`src/rtl/simon_control_pkg.sv`:
```
// Shared state encoding, mode-LED codes and strobe bundle for the Simon sequencer.
package simon_control_pkg;

  typedef enum logic [1:0] {
    ST_INPUT    = 2'd0,
    ST_PLAYBACK = 2'd1,
    ST_REPEAT   = 2'd2,
    ST_DONE     = 2'd3
  } state_e;

  localparam logic [2:0] LED_MODE_INPUT    = 3'b001;
  localparam logic [2:0] LED_MODE_PLAYBACK = 3'b010;
  localparam logic [2:0] LED_MODE_REPEAT   = 3'b100;
  localparam logic [2:0] LED_MODE_DONE     = 3'b111;

  typedef struct packed {
    logic clear_i;
    logic increment_n;
    logic increment_i;
    logic input_led_pattern;
    logic write_pattern;
  } strobe_t;

  // Mode LEDs are a pure decode of the state register.
  function automatic logic [2:0] mode_leds_of(input state_e s);
    logic [2:0] m;
    case (s)
      ST_INPUT:    m = LED_MODE_INPUT;
      ST_PLAYBACK: m = LED_MODE_PLAYBACK;
      ST_REPEAT:   m = LED_MODE_REPEAT;
      ST_DONE:     m = LED_MODE_DONE;
      default:     m = LED_MODE_INPUT;
    endcase
    return m;
  endfunction

endpackage

```
`src/rtl/simon_control.sv`:
```
// Simon game-sequencing FSM: drives SimonDatapath strobes (Mealy) from state and
// datapath status, tracks stored-sequence length and latches the win condition.
module simon_control
  import simon_control_pkg::*;
#(
  parameter int unsigned MAX_LEN = 64,
  parameter int unsigned LEN_W   = 7
) (
  input  logic       clk,
  input  logic       rst,
  input  logic       seq_remain,
  input  logic       valid_repeat,
  input  logic       valid_input,
  output logic       clear_i,
  output logic       increment_n,
  output logic       increment_i,
  output logic       input_led_pattern,
  output logic       write_pattern,
  output logic [2:0] mode_leds,
  output logic       win
);

  state_e             state_q, state_d;
  logic [LEN_W-1:0]   len_q, len_d;
  logic               win_q, win_d;
  logic               len_full;
  strobe_t            strb;

  assign len_full = (len_q == LEN_W'(MAX_LEN));

  // State, length and win registers.
  always_ff @(posedge clk) begin
    if (rst) begin
      state_q <= ST_INPUT;
      len_q   <= '0;
      win_q   <= 1'b0;
    end else begin
      state_q <= state_d;
      len_q   <= len_d;
      win_q   <= win_d;
    end
  end

  // Next state and Mealy strobes; exactly one of clear_i/increment_i is set per path.
  always_comb begin
    state_d = state_q;
    len_d   = len_q;
    win_d   = win_q;
    strb    = '0;

    case (state_q)
      ST_INPUT: begin
        strb.input_led_pattern = 1'b1;
        strb.clear_i           = 1'b1;
        if (valid_input) begin
          strb.write_pattern = 1'b1;
          strb.increment_n   = 1'b1;
          len_d              = len_q + LEN_W'(1);
          state_d            = ST_PLAYBACK;
        end
      end
      ST_PLAYBACK: begin
        if (seq_remain) begin
          strb.increment_i = 1'b1;
        end else begin
          strb.clear_i = 1'b1;
          state_d      = ST_REPEAT;
        end
      end
      ST_REPEAT: begin
        strb.input_led_pattern = 1'b1;
        if (!seq_remain) begin
          strb.clear_i = 1'b1;
          if (len_full) begin
            win_d   = 1'b1;
            state_d = ST_DONE;
          end else begin
            state_d = ST_INPUT;
          end
        end else if (valid_repeat) begin
          strb.increment_i = 1'b1;
        end else begin
          strb.clear_i = 1'b1;
          state_d      = ST_DONE;
        end
      end
      ST_DONE: begin
        // Endless playback of the stored sequence until reset.
        if (seq_remain) begin
          strb.increment_i = 1'b1;
        end else begin
          strb.clear_i = 1'b1;
        end
      end
    endcase

    if (rst) begin
      strb         = '0;
      strb.clear_i = 1'b1;
    end
  end

  assign clear_i           = strb.clear_i;
  assign increment_n       = strb.increment_n;
  assign increment_i       = strb.increment_i;
  assign input_led_pattern = strb.input_led_pattern;
  assign write_pattern     = strb.write_pattern;
  assign mode_leds         = rst ? LED_MODE_INPUT : mode_leds_of(state_q);
  assign win               = win_q & ~rst;

endmodule

```
`config.mk`:
```
export PLATFORM = sky130hd
export DESIGN_NAME = simon_control
export DESIGN_NICKNAME = d
export VERILOG_FILES = /design/src/rtl/simon_control_pkg.sv /design/src/rtl/simon_control.sv
export SDC_FILE = /design/constraint.sdc
export NUM_CORES = 1
export LEC_CHECK = 0
export ABC_AREA = 1
export BUFFER_PORTS_ARGS = -buffer_cell sky130_fd_sc_hd__buf_2
export CAP_MARGIN = 20
export CELL_PAD_IN_SITES_DETAIL_PLACEMENT = 2
export CELL_PAD_IN_SITES_GLOBAL_PLACEMENT = 2
export CORE_ASPECT_RATIO = 0.75
export CORE_MARGIN = 2
export CORE_UTILIZATION = 27
export DETAILED_ROUTE_END_ITERATION = 7
export GPL_TIMING_DRIVEN = 1
export PLACE_DENSITY_LB_ADDON = 0.1
export SYNTH_ARGS = -nofsm -noshare
export SYNTH_HDL_FRONTEND = slang
export SYNTH_SLANG_ARGS = --single-unit
```
`constraint.sdc`:
```
create_clock -name clk -period 1.95 [get_ports clk]
set_input_delay 0.0975 -clock clk [delete_from_list [all_inputs] [get_ports clk]]
set_output_delay 0.0975 -clock clk [all_outputs]
set_load 0.01 [all_outputs]
```
==> metrics.txt, run 1 <==
Post-Syn Area=approximately 650 um2; Synth Flop Type=dfxtp_1; final instance area=about 780 um2; sequential-to-total area share from yosys stat=just over 30%; Critical Path AT=between 1500 and 2000 ps; element type at the critical path start=register; area delta synth->final=20.4%; CP peak stage delay=roughly 410 ps; Synth top area share=approximately 30%; most common cell in the netlist=nand2_1; Initial DRT Pass Iterations=2; Resized cells post-CTS=0; vias in the first global route=590; die area=2820 um2; Synth cell types=18; WHS Path Cells=2; Crit path top cell by count=inv_1; die width=approximately 61 um; ys async rst share=0%; placed cell area=between 700 and 800 um2; Max-Cap Viols=0; LEAKAGE=roughly 0.34 nW; Slew @ Worst Pin=244 ps; Root Driver=clkbuf_4; antenna viol nets, final=0; DR iter-0 viols=8; post-detail-place hpwl=about 1400 um; htree depth=1; Num CTS Buffers=3; top cell family by delay on the critical path=flip-flops; initial antenna violation count=0; DRC violations left=0; slowest CP cell=dfxtp_1; Peak Freq=between 0.5 and 0.6 GHz; Initial Util=between 20% and 30%; routability congestion estimate=about 0.74; post-synth top area cell=dfxtp_1; Final Max Slew Viols=0; wire per inst=about 12 um; Tcrit/Tclk final=a little under nine tenths; pin count of the biggest net entering global routing=13; global-route wire length before repair=2800 um; IO Port Bufs=13; CTS Hold Buffers Added=0; Post-CTS Repair Setup Buffers=0; Die H=approximately 46 um; relative max-transition margin=83.7%; Reg2Reg Depth=9; top cells by count, synth=20 x nand2_1, 16 x inv_1, 15 x nor2_1; crit path time final=1670 ps; Clock Tree Buf Depth=2; Vias per Instance=~4.2; layout cells sized above 1=a little under a quarter; crit path capture type=output pin; I/O pins=14; Max VDD drop=roughly 0.33 mV; CP Class=register to output pin; RSZ-0062 raised after global routing=false; final setup vio count=0; CP required=between 1500 and 2000 ps; instance count on the critical path=6; core region area=around 2300 um2; CTS tree=built; standard-cell rows=15; flops & latches, synth=10; CP bufs+invs=3; setup_tns=0 ps; Hold Crit Class=input port to register; crit path max fanout=5; Routed Wire Length=approximately 1700 um; syn_nets=~110; mean post-synth cell area=between 6 and 7 um2; Clock transition at path regs=70 ps; Post-synth EDFFs=0; synth top area cells=dfxtp_1 31%, ha_1 12%, nand2_1 12%; final hold vios=0; Pwr Density=726 nW/um2; Mapped Cells=96; clock sinks=10; GRT Overall Usage=about 14%; yosys warns=0; GRT overflow=0; total number of vias=just over 600; nets=123; Worst-Skew Late Latency=about 270 ps; critical path, cell by cell=inv_1, ha_1, nor2_1, inv_1, a21oi_1, buf_2; clock skew=just over 3 ps; status=finished, final reports clean; ant diodes=0
## layer usage
layer  GRT usage (%)  wire length (um)  up-vias
li1                -                 -      324
met1            20.5               917      276
met2            19.4               674       10
met3            5.90                66        4
met4            3.91                22        0
met5               0                 0        -
## layout by cell type, fill, tap and decap left out, drive strengths merged
cell type  instances
a21oi              6
buf               13
clkbuf             4
dfxtp             10
ha                 6
inv               16
nand2             22
nand3              7
nor2              20
nor3               1
o211ai             1
o21ai              3
o22ai              1
xnor2              1
## final timing paths
check                                             start                      end  slack [ps]
worst min register to register       win_q$_SDFFE_PP0P_       win_q$_SDFFE_PP0P_         500
worst max register to register  state_q[0]$_SDFFE_PP0P_  state_q[0]$_SDFFE_PP0P_         350
worst max-delay path            state_q[0]$_SDFFE_PP0P_              increment_i         280
worst min-delay path                                rst    len_q[2]$_SDFFE_PP0N_         150
## cell type report
| class | count | area, um2 |
|---|---|---|
| clock buffer | 4 | 36.3 |
| fill | 298 | 1510 |
| inverter | 16 | 60.1 |
| multi-input combinational | 68 | 378 |
| sequential | 10 | 200 |
| tap | 34 | 42.5 |
| timing repair buffer | 13 | 65.1 |
## cells by family (layout without fill, tap and decap cells)
kind of cell,Yosys count,count (layout),synth area share [%]
AO/OA/AOI/OAI,11,11,9.06
XOR/XNOR,1,1,1.35
adder cells (fa/ha/maj),6,6,11.6
buffers and inverters,18,33,11.0
flip-flops,10,10,30.8
AND/OR/NAND/NOR,50,50,36.2
## power breakdown
part           internal, mW  leakage, nW  switching, mW  total (mW)
sequential            0.217       0.0813         0.0146       0.232
combinational        0.0517        0.242         0.0927       0.144
clock                 0.114       0.0210         0.0777       0.191
total                 0.382        0.345          0.185       0.568
## sequential cells by signal, indices dropped and copies added, names as in the netlist
| name | flops |
|---|---|
| len_q | 7 |
| state_q | 2 |
| win_q | 1 |
## per-stage QoR
stage / setup WS [ps] / power [mW] / hold slack (ps) / cells / utilization, %
global placement: 369 / 0.381 / 440 / 141 / 32.6
CTS: 275 / 0.583 / 149 / 145 / 34.2
global route: 78.4 / 0.615 / 163 / 145 / 34.2
detailed placement: 354 / 0.383 / 448 / 141 / 32.6
finish: 280 / 0.568 / 152 / 145 / 34.2
floorplan: 546 / 0.335 / 290 / 96 / -
No activity file was read; power rests on OpenSTA's default activity.
==> inputs of run 2 (changes only) <==
--- a/config.mk
+++ b/config.mk
@@ -16,6 +16,7 @@
 export DETAILED_ROUTE_END_ITERATION = 7
 export GPL_TIMING_DRIVEN = 1
 export PLACE_DENSITY_LB_ADDON = 0.1
+export SETUP_SLACK_MARGIN = 0.4
 export SYNTH_ARGS = -nofsm -noshare
 export SYNTH_HDL_FRONTEND = slang
 export SYNTH_SLANG_ARGS = --single-unit
==> run 2 against run 1 <==
- utilization up 3.5 points
- combinational power up 37%
- wire length up 8.1%
- first-iteration DRC count up 13%
- sequential share of layout area down 1.5 points
- via count up 4.4%
- total power up 9.5%
- global-route usage up 0.18 points
- die area unchanged
==> metrics.txt, run 2 (synthesis gave the netlist of run 1 again) <==
nets=127 (was 123); relative max-transition margin=82.5% (was 83.7%); RSZ-0062 raised after global routing=true (was false); largest register by flop count=len_q (unchanged); crit path max fanout=4 (was 5); GRT overflow=0 (unchanged); wire per inst=12.2 um (was 11.6 um); routability congestion estimate=0.737 (unchanged); Die H=46.5 um (unchanged); final setup vio count=0 (unchanged); Comb pwr share=31.7% (was 25.4%); Critical Path AT=1660 ps (was 1570 ps); Num CTS Buffers=3 (unchanged); NetSw=0.209 mW (was 0.185 mW); CP Class=register to register (was register to output pin); layout cells sized above 1=34.8% (was 23.4%); Tcrit/Tclk final=75.7% (was 85.7%); crit path capture type=register (was output pin); crit path time final=1480 ps (was 1670 ps); Storage cell area=208 um2 (was 200 um2); DRC violations left=0 (unchanged); element type at the critical path start=register (unchanged); Max-Cap Viols=0 (unchanged); LEAKAGE=0.369 nW (was 0.345 nW); final setup margin=473 ps (was 280 ps); Vias per Instance=4.30 (was 4.23); sw frac=33.6% (was 32.6%); Slew @ Worst Pin=262 ps (was 244 ps); area delta synth->final=32.8% (was 20.4%); Worst-Skew Late Latency=270 ps (about the same); die area=2820 um2 (unchanged); Peak Freq=0.677 GHz (was 0.599 GHz); commonest non-fill, non-tap cells in the layout=20 x nand2_1, 15 x inv_1, 13 x nor2_1, 13 x buf_2, 8 x dfxtp_1 (was 20 x nand2_1, 16 x inv_1, 15 x nor2_1, 13 x buf_2, 10 x dfxtp_1); total number of vias=641 (was 614); biggest registers after layout=len_q x7, state_q x2, win_q x1 (unchanged); CTS tree=built (unchanged); clock sinks=10 (unchanged); global-route wire length before repair=2840 um (was 2800 um); dpl ws=354 ps (unchanged); initial antenna violation count=0 (unchanged); DR iter-0 viols=9 (was 8); Hold Crit Class=input port to register (unchanged); Clock Tree Buf Depth=2 (unchanged); Initial DRT Pass Iterations=2 (unchanged); standard-cell rows=15 (unchanged); Routed Wire Length=1820 um (was 1680 um); CTS Hold Buffers Added=0 (unchanged); htree depth=1 (unchanged); Pint=0.412 mW (was 0.382 mW); CP required=2130 ps (was 1850 ps); final hold vios=0 (unchanged); Max VDD drop=0.333 mV (was 0.328 mV); Pwr Density=721 nW/um2 (was 726 nW/um2); Initial Util=28.4% (unchanged); status=finished, final reports clean (unchanged); clock skew=3.11 ps (was 3.05 ps); post-detail-place hpwl=1380 um (unchanged); I/O pins=14 (unchanged); part of the power in registers=37.3% (was 40.8%); core region area=2290 um2 (unchanged); IO Port Bufs=13 (unchanged); most common cell after layout, fill and taps aside=nand2_1 (unchanged); clock network fraction of total power=31.0% (was 33.7%); vias in the first global route=598 (was 590); filler cell count=292 (was 298); pin count of the biggest net entering global routing=13 (unchanged); setup_tns=0 ps (unchanged); Final Max Slew Viols=0 (unchanged); die width=60.6 um (unchanged); GRT Overall Usage=14.5% (was 14.3%); ant diodes=0 (unchanged); area of the multi-input gates=420 um2 (was 378 um2); Clock transition at path regs=70 ps (about the same); Largest register FFs=7 (unchanged); Root Driver=clkbuf_4 (unchanged); antenna viol nets, final=0 (unchanged)
==> run 2: changes by cell type in the layout (fill, tap and decap cells not counted), sizes merged <==
cell,previous run,this run
buf,13,17
==> run 2: worst paths after layout <==
path | slack [ps] | cells past startpoint | startpoint | to
setup / recovery | 470 | 9 | state_q[1]$_SDFFE_PP0P_ | state_q[0]$_SDFFE_PP0P_
hold / removal | 150 | 2 | rst | state_q[1]$_SDFFE_PP0P_
setup reg to reg | 470 | 9 | state_q[1]$_SDFFE_PP0P_ | state_q[0]$_SDFFE_PP0P_
hold reg to reg | 500 | 2 | win_q$_SDFFE_PP0P_ | win_q$_SDFFE_PP0P_
==> run 2: worst max-delay path: stages, from the launching register on <==
cell and delay [ps]:
dfxtp_4 360, inv_1 80, ha_4 280, inv_1 60, o21ai_1 130, nand3_1 160, nor2_2 160, nand2_1 60
nand2_1 60, inv_1 30
==> run 2: layout make-up <==
cell class	count	area share, %
Multi-Input combinational cell	68	48.8
Sequential cell	10	24.1
Timing Repair Buffer	17	11.0
Inverter	16	6.97
Tap cell	34	4.93
Clock buffer	4	4.21
==> run 2: layer usage <==
layer  share of wire, %  wire [um]  global-route usage, %  vias up
met5                  0          0                      0        -
met4                1.2         22                   3.91        0
met3                3.8         69                   5.90        4
met2                 41        742                   19.8        9
met1                 54        982                   20.7      296
li1                   -          -                      -      332
==> run 2: per-stage QoR <==
stage                     instances  power (mW)  instance area, um2  util, %  hold slack, ps
after floorplan                  96       0.335                 649        -             290
after global placement          141       0.381                 746     32.6             440
after detailed placement        141       0.383                 746     32.6             448
after CTS                       145       0.591                 795     34.7             154
after global routing            149       0.668                 862     37.7             155
final                           149       0.621                 862     37.7             148
==> run 2: repair_timing <==
action	in CTS	in global routing
pin swaps	0	2
setup endpoints to repair	9	8
buffers inserted	0	4
gates resized for setup	7	9
==> run 2: power by group through the flow <==
stage	clock (mW)	combinational [mW]	sequential, mW
finish	0.192	0.197	0.232
CTS	0.204	0.154	0.234
detailed placement	0	0.147	0.236
global placement	0	0.145	0.236
global route	0.212	0.222	0.234
floorplan	0	0.102	0.233
==> inputs of run 3 (changes only) <==
==> constraint.sdc (replaced) <==
create_clock -name clk -period 1.5 [get_ports clk]
set_input_delay 0.075 -clock clk [delete_from_list [all_inputs] [get_ports clk]]
set_output_delay 0.075 -clock clk [all_outputs]
set_load 0.01 [all_outputs]
==> run 3 against run 2 <==
- critical path depth unchanged
- fmax increased by 5.2%
- setup slack got worse by 380 ps
- critical path type unchanged
- first-iteration DRC count increased by 22%
- combinational power increased by 81%
- cell area increased by 17%
- sequential cell count unchanged
- sequential power increased by 34%
- non-clock buffer count increased by 8
==> metrics.txt, run 3 (synthesis gave the netlist of run 1 again) <==
Max VDD drop=0.488 mV (was 0.333 mV); CP Class=register to register (unchanged); Largest register FFs=7 (unchanged); status=finished, final reports clean (unchanged); commonest non-fill, non-tap cells in the layout=17 x nand2_1, 12 x nor2_1, 12 x buf_2, 11 x inv_1, 10 x buf_4 (was 20 x nand2_1, 15 x inv_1, 13 x nor2_1, 13 x buf_2, 8 x dfxtp_1); Tcrit/Tclk final=93.6% (was 75.7%); RSZ-0062 raised after global routing=true (unchanged); Pwr Density=908 nW/um2 (was 721 nW/um2); nets=135 (was 127); worst hold margin=160 ps (was 148 ps); setup_tns=0 ps (unchanged); wire per inst=15.2 um (was 12.2 um); critical path, cell by cell=inv_6, ha_4, nand2_8, nor2_4, nand3_2, nor2_2, nand3_1, nand2_1, nor2_2 (was inv_1, ha_4, inv_1, o21ai_1, nand3_1, nor2_2, nand2_1, nand2_1, inv_1); dpl ws=71.6 ps (was 354 ps); GRT Overall Usage=16.2% (was 14.5%); area delta synth->final=55.1% (was 32.8%); Final Max Slew Viols=0 (unchanged); crit path max fanout=6 (was 4); LEAKAGE=0.423 nW (was 0.369 nW); Worst-Skew Late Latency=270 ps (about the same); Num CTS Buffers=3 (unchanged); Critical Path AT=1560 ps (was 1660 ps); RR Startpoint=state_q[0]$_SDFFE_PP0P_ (was state_q[1]$_SDFFE_PP0P_); final setup margin=96.6 ps (was 473 ps); CTS Hold Buffers Added=0 (unchanged); Clock Tree Buf Depth=2 (unchanged); biggest registers after layout=len_q x7, state_q x2, win_q x1 (unchanged); final hold vios=0 (unchanged); Root Driver=clkbuf_4 (unchanged); total number of vias=710 (was 641); layout cells sized above 1=49.6% (was 34.8%); CP peak stage delay=360 ps (about the same); IO Port Bufs=13 (unchanged); clock skew=6.15 ps (was 3.11 ps); clock sinks=10 (unchanged); global-route wire length before repair=3230 um (was 2840 um); Peak Freq=0.713 GHz (was 0.677 GHz); Storage cell area=210 um2 (was 208 um2); relative max-transition margin=81.4% (was 82.5%); most common cell after layout, fill and taps aside=nand2_1 (unchanged); slowest CP cell=dfxtp_4 (unchanged); antenna viol nets, final=0 (unchanged); Die H=46.5 um (unchanged); Vias per Instance=4.52 (was 4.30); routability congestion estimate=0.717 (was 0.737); core region area=2290 um2 (unchanged); Worst Hold Launch=rst (unchanged); GRT overflow=0 (unchanged); DRC violations left=0 (unchanged); initial antenna violation count=0 (unchanged); post-detail-place hpwl=1480 um (was 1380 um); Routed Wire Length=2380 um (was 1820 um); CP Launch Point=state_q[0]$_SDFFE_PP0P_ (was state_q[1]$_SDFFE_PP0P_); CTS tree=built (unchanged); Clock transition at path regs=70 ps (about the same); die width=60.6 um (unchanged); CP required=1650 ps (was 2130 ps); DR iter-0 viols=11 (was 9); element type at the critical path start=register (unchanged); non-filler cells, final=157 (was 149); crit path time final=1400 ps (was 1480 ps); fin util=44.0% (was 37.7%); ant diodes=0 (unchanged); I/O pins=14 (unchanged); largest register by flop count=len_q (unchanged); standard-cell rows=15 (unchanged); crit path capture type=register (unchanged); pin count of the biggest net entering global routing=13 (unchanged); Slew @ Worst Pin=278 ps (was 262 ps); Initial DRT Pass Iterations=2 (unchanged); Crit path top cell by count=nor2_2 (was inv_1); area of the multi-input gates=479 um2 (was 420 um2); Max-Cap Viols=0 (unchanged); placed insts=142 (was 141); Hold Crit Class=input port to register (unchanged); filler cell count=286 (was 292); vias in the first global route=687 (was 598); Initial Util=28.4% (unchanged); die area=2820 um2 (unchanged); final setup vio count=0 (unchanged); htree depth=1 (unchanged)
-- run 3: cell types whose count changed in the layout (fill, tap and decap cells not counted), sizes merged --
cell	delta
buf	+8
-- run 3: power breakdown --
group	internal [mW]	total, mW	switching [mW]
logic	0.159	0.357	0.198
registers	0.286	0.310	0.0234
clock network	0.148	0.249	0.101
total	0.593	0.915	0.322
-- run 3: area by class of cell --
class	instances	area share [%]
clock buffer	4	3.60
inverter	16	6.96
multi-input combinational	68	47.6
sequential	10	20.9
tap	34	4.22
timing repair buffer	25	16.8
-- run 3: worst max-delay path, delay by kind of cell (launching register included) --
kind	cells	cell delay, ps
flops	1	360
simple gates	7	670
fa+ha+maj	1	180
buf+inv	1	70
-- run 3: metal layers --
metal / up-vias / global-route usage (%) / part of all wire (%)
met5: - / 0 / 0
met3: 4 / 5.34 / 3.7
met4: 0 / 1.30 / 1.4
met2: 16 / 28.0 / 50
li1: 354 / - / -
met1: 336 / 20.7 / 45
-- run 3: final timing paths --
path	end	slack [ps]	cells past startpoint
worst max-delay path	len_q[5]$_SDFFE_PP0N_	100	9
worst min-delay path	len_q[5]$_SDFFE_PP0N_	160	2
worst max register to register	len_q[5]$_SDFFE_PP0N_	100	9
worst min register to register	win_q$_SDFFE_PP0P_	490	2
-- run 3: per-stage QoR --
stage / instance area, um2 / total power [mW]
after floorplan: 669 / 0.460
after global placement: 773 / 0.520
after detailed placement: 773 / 0.528
after CTS: 945 / 0.903
after global routing: 1010 / 0.977
final: 1010 / 0.915
-- run 3: repair_timing --
action                     CTS  global route
cloned                       0             0
setup buffers                7             4
pin swaps                    9             6
resized for setup           24             7
setup endpoints to repair   16            18
